`src/rtl/uart_pkg.sv`:
```
// Shared UART definitions: FSM state encoding, parity modes, line levels and a parity helper.
// Imported by both the transmitter and the receiver so framing stays consistent.
package uart_pkg;

  typedef enum logic [2:0] {
    TX_IDLE,
    TX_START,
    TX_DATA,
    TX_PARITY,
    TX_STOP
  } tx_state_e;

  typedef enum logic [1:0] {
    PARITY_NONE = 2'd0,
    PARITY_EVEN = 2'd1,
    PARITY_ODD  = 2'd2
  } parity_e;

  localparam logic LINE_IDLE = 1'b1;
  localparam logic START_BIT = 1'b0;
  localparam logic STOP_BIT  = 1'b1;

  // Word is zero-extended to 9 bits; the padding does not change the XOR.
  function automatic logic parity_bit(input parity_e mode, input logic [8:0] word);
    return (mode == PARITY_ODD) ? ~^word : ^word;
  endfunction

endpackage

```
`src/rtl/uart_fifo.sv`:
```
// Single-clock FIFO; head word is visible on pop_dat with zero latency, push/pop take effect at the edge.
// Push while full is ignored, pop while empty is ignored; full/empty/level come from registered occupancy.
module uart_fifo #(
  parameter int WIDTH = 8,
  parameter int DEPTH = 8
) (
  input  logic                     clk,
  input  logic                     rst,
  input  logic                     push,
  input  logic [WIDTH-1:0]         push_dat,
  input  logic                     pop,
  output logic [WIDTH-1:0]         pop_dat,
  output logic                     full,
  output logic                     empty,
  output logic [$clog2(DEPTH):0]   level
);

  localparam int AW = $clog2(DEPTH);
  localparam logic [AW:0] FULL_LVL = (AW+1)'(DEPTH);

  logic [WIDTH-1:0] mem [DEPTH];
  logic [AW-1:0]    wr_ptr;
  logic [AW-1:0]    rd_ptr;
  logic             push_ok;
  logic             pop_ok;

  assign full    = (level == FULL_LVL);
  assign empty   = (level == '0);
  assign push_ok = push && !full;
  assign pop_ok  = pop && !empty;
  assign pop_dat = mem[rd_ptr];

  always_ff @(posedge clk or posedge rst) begin
    if (rst) begin
      wr_ptr <= '0;
      rd_ptr <= '0;
      level  <= '0;
    end else begin
      if (push_ok) wr_ptr <= wr_ptr + 1'b1;
      if (pop_ok)  rd_ptr <= rd_ptr + 1'b1;
      case ({push_ok, pop_ok})
        2'b10:   level <= level + 1'b1;
        2'b01:   level <= level - 1'b1;
        default: ;
      endcase
    end
  end

  always_ff @(posedge clk) begin
    if (push_ok) mem[wr_ptr] <= push_dat;
  end

endmodule

```
`src/rtl/uart_tx_fifo.sv`:
```
// UART transmitter draining a TX FIFO; line outputs are registered one clk behind the FSM (write->start bit = 2 clks).
// Writes while full are dropped and raise sticky error; enable low aborts the frame but keeps queued words.
module uart_tx_fifo
  import uart_pkg::*;
#(
  parameter int CLKS_PER_BIT = 16,
  parameter int DATA_BITS    = 8,
  parameter int PARITY_MODE  = 0,
  parameter int STOP_BITS    = 1,
  parameter int FIFO_DEPTH   = 8
) (
  input  logic                          clk,
  input  logic                          rst,
  input  logic                          enable,
  input  logic                          write,
  input  logic [DATA_BITS-1:0]          data,
  input  logic                          clear_error,
  output logic                          full,
  output logic [$clog2(FIFO_DEPTH):0]   level,
  output logic                          tx,
  output logic                          busy,
  output logic                          done,
  output logic                          error
);

  if (CLKS_PER_BIT < 2 || DATA_BITS < 5 || DATA_BITS > 9 || PARITY_MODE < 0 || PARITY_MODE > 2 ||
      STOP_BITS < 1 || STOP_BITS > 2 || FIFO_DEPTH < 2 || (FIFO_DEPTH & (FIFO_DEPTH - 1)) != 0)
  begin : g_bad_params
    $error("uart_tx_fifo: illegal parameter combination");
  end

  localparam int DIV_W = $clog2(CLKS_PER_BIT);
  localparam int BIT_W = $clog2(DATA_BITS + 1);
  localparam logic [DIV_W-1:0] DIV_LAST  = DIV_W'(CLKS_PER_BIT - 1);
  localparam logic [BIT_W-1:0] DATA_LAST = BIT_W'(DATA_BITS - 1);
  localparam logic [BIT_W-1:0] STOP_LAST = BIT_W'(STOP_BITS - 1);
  localparam parity_e PAR_MODE = parity_e'(PARITY_MODE[1:0]);

  tx_state_e            state, state_n;
  logic [DIV_W-1:0]     div_cnt, div_n;
  logic [BIT_W-1:0]     bit_idx, bit_n;
  logic [DATA_BITS-1:0] shift_reg, shift_n;
  logic                 par_reg, par_n;
  logic                 tx_n, busy_n, done_n;
  logic                 bit_end, start_frame;
  logic                 fifo_pop, fifo_empty;
  logic [DATA_BITS-1:0] fifo_dat;

  uart_fifo #(.WIDTH(DATA_BITS), .DEPTH(FIFO_DEPTH)) u_fifo (
    .clk      (clk),
    .rst      (rst),
    .push     (write),
    .push_dat (data),
    .pop      (fifo_pop),
    .pop_dat  (fifo_dat),
    .full     (full),
    .empty    (fifo_empty),
    .level    (level)
  );

  assign bit_end = (div_cnt == DIV_LAST);

  always_comb begin
    state_n     = state;
    div_n       = div_cnt;
    bit_n       = bit_idx;
    shift_n     = shift_reg;
    par_n       = par_reg;
    fifo_pop    = 1'b0;
    start_frame = 1'b0;
    tx_n        = LINE_IDLE;
    busy_n      = 1'b0;
    done_n      = 1'b0;
    if (state != TX_IDLE) div_n = bit_end ? '0 : div_cnt + 1'b1;
    case (state)
      TX_IDLE: start_frame = enable && !fifo_empty;
      TX_START: begin
        tx_n   = START_BIT;
        busy_n = 1'b1;
        if (bit_end) begin
          state_n = TX_DATA;
          bit_n   = '0;
        end
      end
      TX_DATA: begin
        tx_n   = shift_reg[0];
        busy_n = 1'b1;
        if (bit_end) begin
          shift_n = shift_reg >> 1;
          if (bit_idx == DATA_LAST) begin
            bit_n   = '0;
            state_n = (PAR_MODE == PARITY_NONE) ? TX_STOP : TX_PARITY;
          end else begin
            bit_n = bit_idx + 1'b1;
          end
        end
      end
      TX_PARITY: begin
        tx_n   = par_reg;
        busy_n = 1'b1;
        if (bit_end) state_n = TX_STOP;
      end
      TX_STOP: begin
        tx_n   = STOP_BIT;
        busy_n = 1'b1;
        if (bit_end) begin
          if (bit_idx == STOP_LAST) begin
            done_n      = 1'b1;
            start_frame = enable && !fifo_empty;
            state_n     = TX_IDLE;
          end else begin
            bit_n = bit_idx + 1'b1;
          end
        end
      end
      default: state_n = TX_IDLE;
    endcase
    // Parity is captured at load time because the data shifts out destructively.
    if (start_frame) begin
      fifo_pop = 1'b1;
      shift_n  = fifo_dat;
      par_n    = parity_bit(PAR_MODE, 9'(fifo_dat));
      bit_n    = '0;
      div_n    = '0;
      state_n  = TX_START;
    end
    if (state != TX_IDLE && !enable) begin
      state_n  = TX_IDLE;
      div_n    = '0;
      bit_n    = '0;
      fifo_pop = 1'b0;
      tx_n     = LINE_IDLE;
      busy_n   = 1'b0;
      done_n   = 1'b0;
    end
  end

  always_ff @(posedge clk or posedge rst) begin
    if (rst) begin
      state     <= TX_IDLE;
      div_cnt   <= '0;
      bit_idx   <= '0;
      shift_reg <= '0;
      par_reg   <= 1'b0;
      tx        <= LINE_IDLE;
      busy      <= 1'b0;
      done      <= 1'b0;
      error     <= 1'b0;
    end else begin
      state     <= state_n;
      div_cnt   <= div_n;
      bit_idx   <= bit_n;
      shift_reg <= shift_n;
      par_reg   <= par_n;
      tx        <= tx_n;
      busy      <= busy_n;
      done      <= done_n;
      if (write && full)    error <= 1'b1;
      else if (clear_error) error <= 1'b0;
    end
  end

endmodule

```
`config.mk`:
```
export PLATFORM = sky130hd
export DESIGN_NAME = uart_tx_fifo
export DESIGN_NICKNAME = d
export VERILOG_FILES = /design/src/rtl/uart_pkg.sv /design/src/rtl/uart_fifo.sv /design/src/rtl/uart_tx_fifo.sv
export SDC_FILE = /design/constraint.sdc
export NUM_CORES = 1
export LEC_CHECK = 0
export ABC_AREA = 1
export CAP_MARGIN = 10
export CELL_PAD_IN_SITES_DETAIL_PLACEMENT = 1
export CELL_PAD_IN_SITES_GLOBAL_PLACEMENT = 1
export CORE_MARGIN = 2
export CORE_UTILIZATION = 50
export DETAILED_ROUTE_END_ITERATION = 16
export PLACE_DENSITY = 0.83
export SLEW_MARGIN = 20
export SYNTH_ARGS = -nofsm -noshare
export SYNTH_HDL_FRONTEND = slang
export SYNTH_SLANG_ARGS = --single-unit
```
`constraint.sdc`:
```
create_clock -name clk -period 6.45 [get_ports clk]
set_input_delay 0.9675 -clock clk [delete_from_list [all_inputs] [get_ports clk]]
set_output_delay 0.9675 -clock clk [all_outputs]
set_load 0.01 [all_outputs]
```
==> impl_summary.md <==
Run status
The flow ran to the end, and the final reports show no timing, DRC or antenna violations.

Global routing
The global-route wire length before repair is 19.5 mm. Entering global routing, the biggest net connects 37 pins. The overall fraction of global-route tracks in use is 0.247.

The initial antenna violation count is 0. The number of global-route vias before repair came to between 4k and 5k. For met3 alone, demand over resource in global routing was 0.0363. The met1 usage in global routing is 0.287. In this run the most used layer during global routing was met2. After global routing the overflow that remains totals 0. For this run, global-route usage on met2 was measured as 0.445.

Finish
The flip-flop count of the largest register, all copies and words added is 64. In the final layout, the share of cells above drive strength 1 is 0.0579. Leaving out fill and tap cells, the most frequent cell in the layout is nand2_1. The multi-input combinational cells in the finished layout cover a total of around 1600 µm². The count of antenna diodes in the layout is 0.

The area growth from synthesis to layout is 10.2%. After the last flow step, the layout net total stands at 604. Leaving out fill and tap cells, the most frequent cells in the layout are nand2_1 (195), inv_1 (98), edfxtp_1 (64).

Summing all flip-flop and latch instances after layout gives 2770 µm². The fill cell instance count of the final layout is around 1.2k.

Yosys
The average footprint of a synthesized cell is 8.75 µm². The number of enable flip-flop cells after synthesis is 64. The cell area after technology mapping is 4920 µm². For this run, the leading register cell type out of synthesis is edfxtp_1. The number of distinct library cells after synthesis is 32. The sequential element share of the synthesized area is 0.564. In this run, synthesis produced a sequential element count of 98. The Yosys step of the flow raised 0 warnings. After technology mapping, the gate count stands at between 500 and 600. After synthesis, the share of flip-flops with an asynchronous set or reset is 0.347. The number of nets in the synthesized netlist is between 500 and 600.

Floorplan
The placeable core area is 9640 µm². The total I/O pin count is 22. The placement row count is 36.

The initial core utilization is 0.510. The area of the die is roughly 11000 µm². The die boundary height is between 100 and 150 µm. The die span in x is about 100 µm.

STA
The number of hold-slack violations in the final timing report is 0. Dividing the final minimum period by the clock period gives 0.514. The worst slew slack as a fraction of its limit is 0.336. Static timing analysis puts the maximum clock frequency at between 0.3 and 0.4 GHz.

At the pin with the least slew margin, the transition time is 0.992 ns. Setup repair after global routing left no endpoint under its margin. The worst path needs 3.31 ns of the cycle, external delays included. Across the routed clock network, the largest skew measured is ~0.012 ns.

The total of endpoints with negative setup slack in the final report is 0. The final count of pins violating max slew was 0. The aggregate negative setup slack is 0 ns. Hold timing on the final database bottoms out at a slack of between 0.5 and 0.6 ns.

Place
The wire-length estimate of the detail-placed layout is 8.66 mm. The placer's final routability congestion estimate is 0.830. The count of input and output buffers is 21.

Min path
For hold timing, the worst endpoint is par_reg. Along the worst hold path, the cell count comes to 2. The worst hold path begins at par_reg. The type of the tightest min-delay check is reg2reg.

CTS
The number of H-tree levels is 3. The quantity of gates resized following cts is 0. For the worst-skew pair, the clock arrives at the later sink with an insertion delay of 0.38 ns. The number of hold buffers added after CTS was 0. TritonCTS built the clock tree. The tree is rooted in a clkbuf_8. Clock-pin slew was measured on the worst setup and hold paths at 0.09 ns. The number of buffers created by CTS is 9. The deepest clock path buffer count is 2. The total clock sinks is about 100. The number of setup buffers added after CTS is 0.

Worst setup path
The cell repeated most along the worst path is nor2_1. The largest fanout of any net on the critical path is 19. The capturing element type of the critical path is a register. The data required time at the worst endpoint is roughly 6.7 ns. The largest single stage delay on the critical path is approximately 0.54 ns.

The kind of critical path is in2reg. The critical register-to-register path startpoint is div_cnt[0]. Traced cell by cell, the critical path runs through clkdlybuf4s50_1 > nand2_1 > nor2_1 > nand2_4 > inv_1 > ha_1 > ha_1 > nand2_1 > nor2_1 > a211oi_1 > nor2_1 > nor2_1 > nand2_1 > xor2_1. In this run the register-to-register setup slack is 3.44 ns. The critical path launch point type is an input pin. The endpoint identified for the worst register-to-register timing path is u_fifo.level[3]. At the worst endpoint, the arrival time is 3.58 ns. For this design, the slowest cell found on the critical path is clkdlybuf4s50_1. The number of cells on the worst reg-to-reg path is 16.

Detailed routing
After detailed routing, the average wire length per cell comes to 16.8 µm. The overall routed net length is 12.1 mm. The DRC violation total after the first TritonRoute iteration is 145.

Dividing the detail-routed via count by the number of cells gives 5.22. The first-pass iteration count of the detailed router is 4. In the routed design, unresolved DRC markers number 0. The count of nets left with antenna violations once routing finished came out at 0. Detailed routing inserted a total of 3757 vias.

Run
The number of maximum-capacitance constraint violations is 0.

Power
The power density normalized to cell area is roughly 480 nW/µm². The worst vdd rail ir drop is 0.000205 V. The static leakage is 2.57 nW.
[per-layer routing]
| metal | share of wire | routed length (µm) | vias up |
|---|---|---|---|
| li1 | - | - | 1807 |
| met1 | 0.41 | 4930 | 1851 |
| met2 | 0.53 | 6390 | 72 |
| met3 | 0.038 | 460 | 27 |
| met4 | 0.028 | 337 | 0 |
| met5 | 0 | 0 | - |
[cell families (layout without fill, tap and decap cells)]
| group | count (synthesis) | count (layout) | share of synthesized area |
|---|---|---|---|
| compound gates | 30 | 30 | 0.0399 |
| xor+xnor | 8 | 8 | 0.0142 |
| fa+ha+maj | 9 | 9 | 0.0244 |
| buf+inv | 117 | 142 | 0.101 |
| flops | 98 | 98 | 0.564 |
| simple gates | 300 | 300 | 0.256 |
[synthesized netlist by cell type, types with 5 or more instances]
master	instances	share of area
inv_1	98	0.075
ha_1	8	0.020
nand2_1	195	0.15
nand3_1	60	0.061
inv_2	5	0.0038
nor2_1	34	0.026
buf_6	5	0.011
edfxtp_1	64	0.39
o21ai_0	11	0.011
buf_2	5	0.0051
dfrtp_1	33	0.17
xor2_1	6	0.011
[power by group]
group	leakage [nW]	internal, W	switching (W)
Combinational	1.45	0.000381	0.000811
Clock	0.108	0.000221	0.000223
Sequential	1.01	0.000823	0.000117
[per-stage QoR]
step	utilization	std cells	worst slack [ns]	total power (W)	cell area [µm²]
3_3_place_gp	0.539	704	2.98	0.00205	5200
6_report	0.562	720	3.14	0.00258	5420
2_1_floorplan	-	562	3.81	0.00180	4920
4_1_cts	0.562	720	3.14	0.00259	5420
5_1_grt	0.562	720	2.93	0.00279	5420
3_5_place_dp	0.539	704	2.75	0.00214	5200
[worst max path at each step]
stage | slack [ns] | cells after the start | start | to
2_1_floorplan | 3.81 | 13 | enable | u_fifo.level[3]
4_1_cts | 3.14 | 14 | enable | u_fifo.level[3]
6_report | 3.14 | 14 | enable | u_fifo.level[3]
3_3_place_gp | 2.98 | 14 | enable | u_fifo.level[3]
5_1_grt | 2.93 | 14 | enable | u_fifo.level[3]
3_5_place_dp | 2.75 | 14 | enable | u_fifo.level[3]
[worst max-delay path, delay by kind of cell]
kind	cells	cell delay (ns)
and+or+nand+nor	8	0.81
adders and majority gates	2	0.54
AOI/OAI and AO/OA	1	0.30
xor gates and xnor gates	1	0.14
buffers and inverters	2	0.80
[final cells by class]
class	instances	area share
inverters	103	0.0713
well taps	133	0.0307
clock inverters	7	0.0180
repair buffers	23	0.0416
multi-input cells	347	0.304
clock buffers	9	0.0229
flip-flops and latches	98	0.512
Power figures use the tool's default switching activity.
